[src/rtl/irq_pkg.sv]
// Shared types and helpers for the interrupt request capture stage.
package irq_pkg;

    localparam int REQ_W = 8;
    localparam int IDX_W = 3;

    typedef enum logic {
        IDLE    = 1'b0,
        PRESENT = 1'b1
    } state_t;

    function automatic logic [REQ_W-1:0] onehot8(input logic [IDX_W-1:0] idx);
        logic [REQ_W-1:0] vec;
        vec      = '0;
        vec[idx] = 1'b1;
        return vec;
    endfunction

endpackage

[src/rtl/prio_enc8.sv]
// Combinational 8-to-3 priority encoder; the highest set bit wins, index 0 when empty.
module prio_enc8
    import irq_pkg::*;
(
    input  logic [REQ_W-1:0] eligible,
    output logic [IDX_W-1:0] index,
    output logic             any_valid
);

    always_comb begin
        index = '0;
        for (int i = 0; i < REQ_W; i++) begin
            if (eligible[i]) begin
                index = IDX_W'(i);
            end
        end
    end

    assign any_valid = |eligible;

endmodule

[src/rtl/irq_req_capture.sv]
// Synchronises request lines, latches them as pending events and presents
// the highest-priority masked pending index over a valid/ack handshake.
module irq_req_capture
    import irq_pkg::*;
#(
    parameter int EDGE_MODE   = 1,
    parameter int SYNC_STAGES = 2
) (
    input  logic         clk,
    input  logic         rst,
    input  logic [7:0]   req_in,
    input  logic [7:0]   mask,
    input  logic         irq_ack,
    input  logic         ovf_clr,
    output logic         irq_valid,
    output logic [2:0]   irq_idx,
    output logic [7:0]   pending,
    output logic [7:0]   overflow
);

    logic [REQ_W-1:0] sync_q [SYNC_STAGES];
    logic [REQ_W-1:0] req_s;
    logic [REQ_W-1:0] req_d;
    logic [REQ_W-1:0] set_vec;
    logic [REQ_W-1:0] clr_vec;
    logic [REQ_W-1:0] pending_q;
    logic [REQ_W-1:0] overflow_q;
    logic [REQ_W-1:0] eligible;
    logic [IDX_W-1:0] enc_idx;
    logic             enc_any;
    logic [IDX_W-1:0] idx_q, idx_d;
    state_t           state_q, state_d;

    always_ff @(posedge clk or posedge rst) begin
        if (rst) begin
            for (int i = 0; i < SYNC_STAGES; i++) begin
                sync_q[i] <= '0;
            end
            req_d <= '0;
        end else begin
            sync_q[0] <= req_in;
            for (int i = 1; i < SYNC_STAGES; i++) begin
                sync_q[i] <= sync_q[i-1];
            end
            req_d <= req_s;
        end
    end

    assign req_s   = sync_q[SYNC_STAGES-1];
    assign set_vec = (EDGE_MODE != 0) ? (req_s & ~req_d) : req_s;

    // Handshake: irq_valid=1 holds irq_idx stable until the consumer raises
    // irq_ack; the transfer completes on the rising edge where both are 1.
    // irq_ack with irq_valid=0 has no effect.
    assign clr_vec = (state_q == PRESENT && irq_ack) ? onehot8(idx_q) : '0;

    // Set is OR-ed after the clear so an event arriving with the ack survives.
    always_ff @(posedge clk or posedge rst) begin
        if (rst) begin
            pending_q  <= '0;
            overflow_q <= '0;
        end else begin
            pending_q <= (pending_q & ~clr_vec) | set_vec;
            if (EDGE_MODE != 0) begin
                overflow_q <= (ovf_clr ? '0 : overflow_q) | (set_vec & pending_q & ~clr_vec);
            end else begin
                overflow_q <= '0;
            end
        end
    end

    assign eligible = pending_q & mask;

    prio_enc8 u_prio_enc8 (
        .eligible  (eligible),
        .index     (enc_idx),
        .any_valid (enc_any)
    );

    always_ff @(posedge clk or posedge rst) begin
        if (rst) begin
            state_q <= IDLE;
            idx_q   <= '0;
        end else begin
            state_q <= state_d;
            idx_q   <= idx_d;
        end
    end

    // The index is frozen while presenting; new arrivals wait for the bubble.
    always_comb begin
        state_d = state_q;
        idx_d   = idx_q;
        case (state_q)
            IDLE: begin
                if (enc_any) begin
                    idx_d   = enc_idx;
                    state_d = PRESENT;
                end
            end
            PRESENT: begin
                if (irq_ack) begin
                    state_d = IDLE;
                end
            end
            default: state_d = IDLE;
        endcase
    end

    assign irq_valid = (state_q == PRESENT);
    assign irq_idx   = idx_q;
    assign pending   = pending_q;
    assign overflow  = overflow_q;

endmodule

[config.mk]
export PLATFORM = sky130hd
export DESIGN_NAME = irq_req_capture
export DESIGN_NICKNAME = d
export VERILOG_FILES = /design/src/rtl/irq_pkg.sv /design/src/rtl/prio_enc8.sv /design/src/rtl/irq_req_capture.sv
export SDC_FILE = /design/constraint.sdc
export NUM_CORES = 1
export LEC_CHECK = 0
export BUFFER_PORTS_ARGS = -buffer_cell sky130_fd_sc_hd__buf_2
export CAP_MARGIN = 20
export CORE_ASPECT_RATIO = 0.8
export CORE_UTILIZATION = 51
export CTS_CLUSTER_SIZE = 14
export DETAILED_ROUTE_END_ITERATION = 6
export PLACE_DENSITY = 0.81
export SLEW_MARGIN = 5
export SYNTH_ARGS = -nofsm -noshare
export SYNTH_HDL_FRONTEND = slang
export SYNTH_HIERARCHICAL = 1
export SYNTH_SLANG_ARGS = --single-unit
export TNS_END_PERCENT = 30
[constraint.sdc]
create_clock -name clk -period 1.9 [get_ports clk]
set_input_delay 0.19 -clock clk [delete_from_list [all_inputs] [get_ports clk]]
set_output_delay 0.19 -clock clk [all_outputs]
set_load 0.02 [all_outputs]
==> flow_summary_export.csv <==
group,metric,value,unit
status,outcome,"finished, final reports clean",
global_route,grt_start_max_net_pins,45,
synthesis,yosysWarnings,6,
critical_path,crit_chain,"and2_1, nor2_1, nand4_1, nor2b_2, mux2_2",
drt,wirelength,2.971,mm
power_and_ir_drop,leakage,0.9068,nW
cells_and_area,final_layout_size_suffix_gt1_share,31.28,%
drt,via_per_inst,5.115,
synthesis,syn_area,0.001582,mm²
synthesis,avgSynthCellArea,12.65,µm²
critical_path,critPathArrivalTime,1680,ps
sta,slew_headroom,64.75,%
synthesis,synth_nets,145,
critical_path,cpPeakStageDelay,400,ps
power_and_ir_drop,pwr-share-clk,24.2,%
placement,port_buffers,39,
cells_and_area,multi_input_area,435.4,µm²
clock_network,insertion_delay,290,ps
drt,first_pass_iters,4,
critical_path,cp_slowest_cell,"dfrtp_1",
clock_network,tritoncts,"built",
floorplanning,ios,40,
drt,drt_iter0_drc,42,
floorplanning,die_h,51.81,µm
placement,pre_cts_ws,453.4,ps
clock_network,clk_path_buf_depth,2,
placement,hpwl,2.025,mm
floorplanning,core-area,0.002850,mm²
clock_network,cts_made_buffers,5,
critical_path,critPathMaxFanout,4,
global_route,grt_pass1_vias,1067,
power_and_ir_drop,swShare,33.69,%
synthesis,ys_seq_elements,44,
power_and_ir_drop,power_frac_seq,48.5,%
drt,drtAntennaViolNets,0,
clock_network,htree_levels,2,
global_route,grt_antenna_before_repair,0,
sta,fin_setup_tns,0,ps
hold_path,min_path_type,"in2reg",
sta,rsz0062_at_grt,"no",
cells_and_area,fin_util,70.11,%
synthesis,yosysSeqAreaShare,69.62,%
global_route,grt_usage,20.77,%
cells_and_area,fillers,222,
global_route,grt_pass1_wl,4.802,mm
power_and_ir_drop,ir_worst_vdd,706.4,µV
sta,fin_crit,1497,ps
clock_network,cts-resized-gates,0,
placement,dp_cells,203,
power_and_ir_drop,powerDensity,1260,mW/mm²
power_and_ir_drop,p_comb_share,27.3,%
cells_and_area,area_delta_synth_final,26.35,%
cells_and_area,antenna_cells,0,
clock_network,clk_pin_slew,80,ps
floorplanning,fp.dieArea,0.003329,mm²
floorplanning,row_count,17,
sta,setup_viol,0,
sta,period_share,78.79,%
global_route,gr-total-overflow,0,
synthesis,synthCells,125,
sta,finClkSkew,7.442,ps
critical_path,crit_family,"simple AND/OR/NAND/NOR gates",
cells_and_area,fin_nets,199,
critical_path,critPathRequiredTime,2090,ps
cells_and_area,final-seq-area,0.001101,mm²
critical_path,worst-path-buf-inv,0,
sta,fmax,668.0,MHz
drt,remaining_drc_errors,0,
floorplanning,die_x,64.26,µm
floorplanning,start_util,55.49,%
synthesis,synth_cell_types,24,
critical_path,worstSetupStartpointType,"flop",
placement,place.gp.congestion,0.7687,
clock_network,clkSinkCount,44,
power_and_ir_drop,total_power,0.002517,W
cells_and_area,instances_no_fill,217,
sta,layout_setup_ws,402.9,ps
clock_network,root_buffer,"clkbuf_8",
job,max_cap_viol_count,0,
drt,wire_per_inst,13.69,µm
power_and_ir_drop,switchingPower,0.0008482,W
sta,worst_slew_pin_slew,528.7,ps
critical_path,critPathCaptureType,"flop",
drt,dr_total_vias,1110,
sta,finalMaxSlewViolations,0,
critical_path,worstSetupPathType,"reg2reg",
power_and_ir_drop,power.internal,0.001669,W
sta,hold_viol,0,
## through the flow
stage	instance area, µm²	hold WS [ps]
finish	1998	12.47
global route	1998	1.733
CTS	1988	3.882
detailed placement	1832	299.7
global placement	1832	297.6
floorplan	1582	221.4
## cells in the final DEF (no fill, tap or decap), drive strengths merged
| cell type | n |
|---|---|
| dfrtp | 44 |
| buf | 40 |
| o21ai | 13 |
| inv | 12 |
| nand2b | 8 |
| nor2 | 8 |
| and2 | 8 |
| nor2b | 8 |
| clkbuf | 7 |
| dlygate4sd3 | 7 |
| o211ai | 5 |
| nand2 | 3 |
| mux2 | 3 |
| o311ai | 2 |
| nor4 | 2 |
| o31ai | 2 |
| a21oi | 2 |
| nand3b | 1 |
| nand3 | 1 |
| o22ai | 1 |
| a21o | 1 |
| nand4 | 1 |
## sequential cells by signal, summed over array words and instances, names as in the netlist
signal / count
req_s: 8
overflow: 8
req_d: 8
pending: 8
sync_q: 8
irq_valid: 1
irq_idx: 3
## what timing repair did
item                      in CTS  in global routing
hold buffers                   6                  1
buffers inserted               0                  0
hold endpoints to repair       6                  1
## metal layers
layer	up-vias	routed length (µm)	GRT usage (%)
li1	523	-	-
met1	534	1224	23.31
met2	40	1466	33.86
met4	0	81	15.19
met5	-	0	0
met3	13	199	6.579
## final timing paths
| path | start | end | slack [ps] | cells past startpoint |
|---|---|---|---|---|
| setup / recovery | pending[6] | irq_idx[1] | 400 | 5 |
| hold / removal | req_in[2] | sync_q[10] | 10 | 1 |
| setup reg to reg | pending[6] | irq_idx[1] | 400 | 5 |
| hold reg to reg | sync_q[13] | req_s[5] | 350 | 0 |
| max in group asynchronous | rst | req_d[5] | 1520 | 3 |
| min in group asynchronous | rst | pending[2] | 20 | 3 |
## worst register-to-register path, delay by kind of cell (launching register included)
family	cells	cell delay (ps)
mux	1	280
simple gates	4	710
flops	1	400
## power groups by stage
stage / Combinational (W) / Sequential [W] / Clock [W]
2_1_floorplan: 0.000302 / 0.00137 / 0
3_3_place_gp: 0.000656 / 0.00123 / 0
3_5_place_dp: 0.000673 / 0.00124 / 0
4_1_cts: 0.000691 / 0.00122 / 0.000621
5_1_grt: 0.000748 / 0.00125 / 0.000656
6_report: 0.000687 / 0.00122 / 0.000609
## cells in the mapped netlist
cell type   n  area [µm²]
o22ai_1     1       6.260
a21oi_1     1       5.000
dfrtp_1    44        1101
o311ai_1    2       17.52
nand2_1     3       11.26
nor4_1      2       12.51
o21ai_0     6       30.03
nor2b_1     7       43.79
o31ai_2     1       12.51
nand3b_2    1       11.26
nand2b_1    8       50.05
o211ai_1    5       37.54
inv_2       1       3.750
a21oi_2     1       8.760
o31ai_1     1       7.510
mux2_2      3       33.78
a21o_1      1       7.510
and2_1      8       50.05
nand3_2     1       10.01
nor2_1      8       30.03
nor2b_2     1       8.760
o21ai_1     7       35.03
nand4_1     1       6.260
inv_1      11       41.29
## cells by family after synthesis
group / count (synthesis) / synth area share [%]
AOI/OAI and AO/OA: 26 / 10.60
and+or+nand+nor: 40 / 14.79
buffers and inverters: 12 / 2.848
DFF: 44 / 69.62
muxes: 3 / 2.136
## area by class of cell
class                           instances  area share (%)
Clock buffer                            7           4.822
Timing Repair Buffer                   47           13.65
Sequential cell                        44           55.10
Multi-Input combinational cell         69           21.79
Tap cell                               38           2.379
Inverter                               12           2.254
Power figures use the tool's default switching activity.
